==> src/rtl/dcache_snoop_responder.sv <==
// rtl/dcache_snoop_responder.sv - data cache responder for coherence snoops and invalidates
module dcache_snoop_responder #(
    parameter int SETS  = 8,
    parameter int IDX_W = $clog2(SETS),
    parameter int TAG_W = 32 - IDX_W - 3
) (
    input  logic                 CLK,
    input  logic                 nRST,
    input  logic                 ccwait,
    input  logic                 ccinv,
    input  logic [31:0]          ccsnoopaddr,
    input  logic                 dwait,
    output logic                 cctrans,
    output logic                 ccwrite,
    output logic                 snp_busy,
    output logic [31:0]          snp_daddr,
    output logic [31:0]          snp_dstore,
    output logic                 snp_dWEN,
    output logic [IDX_W-1:0]     frm_idx,
    input  logic [1:0]           frm_valid,
    input  logic [1:0]           frm_dirty,
    input  logic [2*TAG_W-1:0]   frm_tag,
    input  logic [127:0]         frm_data,
    output logic                 upd_en,
    output logic                 upd_way,
    output logic                 upd_valid,
    output logic                 upd_dirty
);

    typedef enum logic [2:0] {IDLE, RESP, WB0, WB1, WAITREL} state_t;

    state_t             state;
    logic [TAG_W-1:0]   lat_tag;
    logic [IDX_W-1:0]   lat_idx;
    logic               lat_way;
    logic               lat_dirty;

    logic [TAG_W-1:0]   in_tag;
    logic [IDX_W-1:0]   in_idx;
    logic               hit0, hit1, hit, hit_way, hit_dirty;
    logic               wb_word;
    logic [1:0]         data_sel;
    logic               addr_unused;

    assign in_tag      = ccsnoopaddr[31:IDX_W+3];
    assign in_idx      = ccsnoopaddr[IDX_W+2:3];
    assign addr_unused = &{1'b0, ccsnoopaddr[2:0]};

    // Lookups only matter in IDLE, where frm_idx follows the incoming address.
    assign hit0      = frm_valid[0] && (frm_tag[TAG_W-1:0] == in_tag);
    assign hit1      = frm_valid[1] && (frm_tag[2*TAG_W-1:TAG_W] == in_tag);
    assign hit       = hit0 || hit1;
    assign hit_way   = !hit0;
    assign hit_dirty = hit && frm_dirty[hit_way];

    assign wb_word   = (state == WB1);
    assign data_sel  = {lat_way, wb_word};

    always_ff @(posedge CLK) begin
        if (!nRST) begin
            state     <= IDLE;
            lat_tag   <= '0;
            lat_idx   <= '0;
            lat_way   <= 1'b0;
            lat_dirty <= 1'b0;
        end else begin
            case (state)
                IDLE: if (ccwait) begin
                    lat_tag   <= in_tag;
                    lat_idx   <= in_idx;
                    lat_way   <= hit_way;
                    lat_dirty <= hit_dirty && !ccinv;
                    state     <= ccinv ? WAITREL : RESP;
                end
                RESP:    state <= lat_dirty ? WB0 : WAITREL;
                WB0:     if (!dwait) state <= WB1;
                WB1:     if (!dwait) state <= WAITREL;
                WAITREL: if (!ccwait) state <= IDLE;
                default: state <= IDLE;
            endcase
        end
    end

    // Outputs decode the registered state; everything is forced low during reset.
    always_comb begin
        cctrans    = 1'b0;
        ccwrite    = 1'b0;
        snp_busy   = 1'b0;
        snp_daddr  = '0;
        snp_dstore = '0;
        snp_dWEN   = 1'b0;
        frm_idx    = '0;
        upd_en     = 1'b0;
        upd_way    = 1'b0;
        upd_valid  = 1'b0;
        upd_dirty  = 1'b0;
        if (nRST) begin
            frm_idx = (state == IDLE) ? in_idx : lat_idx;
            case (state)
                IDLE: begin
                    snp_busy = ccwait;
                    if (ccwait && ccinv && hit) begin
                        upd_en  = 1'b1;
                        upd_way = hit_way;
                    end
                end
                RESP: begin
                    snp_busy = 1'b1;
                    cctrans  = 1'b1;
                    ccwrite  = lat_dirty;
                end
                WB0, WB1: begin
                    snp_busy   = 1'b1;
                    snp_dWEN   = 1'b1;
                    snp_daddr  = {lat_tag, lat_idx, wb_word, 2'b00};
                    snp_dstore = frm_data[32*data_sel +: 32];
                    if (wb_word && !dwait) begin
                        upd_en    = 1'b1;
                        upd_way   = lat_way;
                        upd_valid = 1'b1;
                    end
                end
                WAITREL: snp_busy = ccwait;
                default: ;
            endcase
        end
    end

endmodule

==> config.mk <==
export PLATFORM = sky130hd
export DESIGN_NAME = dcache_snoop_responder
export DESIGN_NICKNAME = d
export VERILOG_FILES = /design/src/rtl/dcache_snoop_responder.sv
export SDC_FILE = /design/constraint.sdc
export NUM_CORES = 1
export LEC_CHECK = 0
export CORE_AREA = 5 5 111 113
export CTS_CLUSTER_SIZE = 24
export DETAILED_ROUTE_END_ITERATION = 10
export DIE_AREA = 0 0 116 118
export PLACE_DENSITY = 0.77
export SKIP_CTS_REPAIR_TIMING = 1
export SYNTH_ARGS = -nofsm -noshare
export SYNTH_HDL_FRONTEND = slang
export SYNTH_SLANG_ARGS = --single-unit
==> constraint.sdc <==
create_clock -name CLK -period 2 [get_ports CLK]
set_clock_uncertainty 0.15 [all_clocks]
set_input_delay 0.4 -clock CLK [delete_from_list [all_inputs] [get_ports CLK]]
set_output_delay 0.4 -clock CLK [all_outputs]
set_load 0.005 [all_outputs]
==> metrics.yaml <==
synth_enable_flop_cells: 0
synth_top_area_share_pct: 21.8
grt_max_degree: 39
clock_sink_count: 34
use_met3_pct: 8.74
dieWidth_um: 116
core_area_um2: 11200
numPortBuffers: 289
violations: "setup timing"
ys_ff_latch: 34
peakVddDrop_uv: 364
critPathKind: "input pin to output port"
async_flop_share_pct: 0
areaGrowthSynthToFinish_pct: 144
grt_overflow_total: 0
root_buffer: "clkbuf_16"
hpwl_um: 14000
maxCapViolCount: 0
grt.busiest_layer: "met2"
hold_viol_final: 0
place.gp.congestion: 0.964
endpoint_kind: "output port"
hold_slack_ns: 0.273
nNetsFinal: 969
drcViolationCount: 0
routedWlPerCell_um: 21.5
worst_slack_ns: -0.379
yosysMostFrequentCell: "nand2_1"
worst_skew_pair.late_latency_ns: 0.27
final.min_clock_period_ns: 2.38
pin_count: 296
cts_max_level: 2
rsz0062_at_grt: "yes"
yosysWarnings: 0
yosysSeqAreaShare_pct: 20.5
required_ns: 1.45
report.power.total_mw: 2.81
grt_pass1_vias: 4539
synthFlopType: "dfxtp_1"
use_met1_pct: 23.0
clock_path_buffers: 2
final_core_util_pct: 72.1
drive_gt1_share_pct: 45.3
dieHeight_um: 118
synthTopCellsByArea: "mux4_2 22%, dfxtp_1 21%, xnor2_1 7.9%"
diodes: 0
critical_path_arrival_ns: 1.83
cts_tree: "yes"
drtAntennaViolNets: 0
grt_pass1_wl_um: 24100
synth_commonest_cells: "65 x nand2_1, 34 x and2_1, 34 x dfxtp_1"
fp-row-count: 39
status: "finished, violations left"
vias: 4488
grt_usage_pct: 22.6
fmax_mhz: 420
cp_max_fo: 3
vias_per_cell: 5.03
fill_cells: 788
tns_ns: -13.39
fin_crit_sh_pct: 119
leakage_nw: 3.97
cts_buffers: 5
start_util_pct: 29.5
start_kind: "input pin"
syn_area_um2: 3310
grtUsageMet2_pct: 39.7
synth_area_per_cell_um2: 8.84
fp.dieArea_um2: 13700
finalMaxSlewViolations: 0
holdCritPathClass: "input pin to flop"
netlist-cell-type-count: 37
finalSetupViolCount: 66
p_per_area_nw_per_um2: 348
clk_pin_slew_ns: 0.05
dr.pass1.iters: 4
dpl_worst_slack_ns: -1.22
syn_inst: 375
yosys.area.top_type: "mux4_2"
antenna_found_initial: 0
drt_iter0_markers: 151
wl_um: 19200
path summary, 6_finish.rpt:
check | to | startpoint | slack (ns) | depth (start not counted)
setup / recovery | upd_way | ccsnoopaddr[7] | -0.38 | 10
hold / removal | lat_tag[18]$_SDFFE_PN0P_ | ccsnoopaddr[24] | 0.27 | 3
setup reg to reg | lat_dirty$_SDFFE_PN0P_ | state[1]$_SDFFE_PN0P_ | 0.17 | 9
hold reg to reg | lat_tag[5]$_SDFFE_PN0P_ | lat_tag[5]$_SDFFE_PN0P_ | 0.30 | 2
worst max-delay path, stage by stage:
cell and delay, ns:
buf_8 0.10, buf_6 0.11, xnor2_2 0.11, nand4_1 0.18, nor4_2 0.29, nand4_1 0.19, buf_4 0.19, nand2b_4 0.07
o21ai_2 0.05, buf_2 0.14
layout make-up:
cell class                      instances  area [µm²]  area share [%]
Timing Repair Buffer                  397        4110            50.8
Multi-Input combinational cell        308        2950            36.5
Sequential cell                        34         691            8.53
Tap cell                              143         179            2.21
Clock buffer                            7         143            1.76
Inverter                                2        12.5           0.155
Clock inverter                          1        5.00          0.0618
sequential cells by signal (all words and copies together) (netlist names):
signal and flops:
lat_tag 26, state 3, lat_idx 3, lat_dirty 1, lat_way 1
report_power, final:
part           switching (mW)  internal [mW]
clock network           0.276          0.493
logic                   0.447          0.841
registers              0.0308          0.725
total                   0.755           2.06
cells by family (layout without fill, tap and decap cells):
group / Yosys count / count (layout) / share of synthesized area, %
XOR/XNOR: 52 / 52 / 13.7
other: 1 / 3 / 0.113
multiplexers: 35 / 35 / 22.7
flip-flops: 34 / 34 / 20.5
AO/OA/AOI/OAI: 43 / 43 / 9.18
buffers and inverters: 35 / 407 / 5.36
AND/OR/NAND/NOR: 175 / 175 / 28.4
metrics by stage:
step | cells | instance area, µm²
4_1_cts | 845 | 6910
3_3_place_gp | 837 | 6760
2_1_floorplan | 377 | 3320
5_1_grt | 892 | 8090
3_5_place_dp | 837 | 6760
6_report | 892 | 8090
per-layer routing:
layer  vias to the layer above  routed length [µm]
met5                         -                   0
met4                         0                 973
met3                        58                2070
met2                       253                9980
met1                      2118                6160
li1                       2059                   -
placed cells by master (no fill, tap or decap), types with 26 or more instances in the layout:
cell / netlist / routed
clkbuf_2: 0 / 34
mux4_2: 32 / 32
dfxtp_1: 34 / 30
nand2_1: 65 / 64
clkdlybuf4s50_1: 0 / 140
and3_4: 0 / 26
and2_4: 0 / 27
dlymetal6s2s_1: 0 / 60
buf_6: 0 / 80
buf_4: 7 / 52
(Power assumes the default switching activity.)
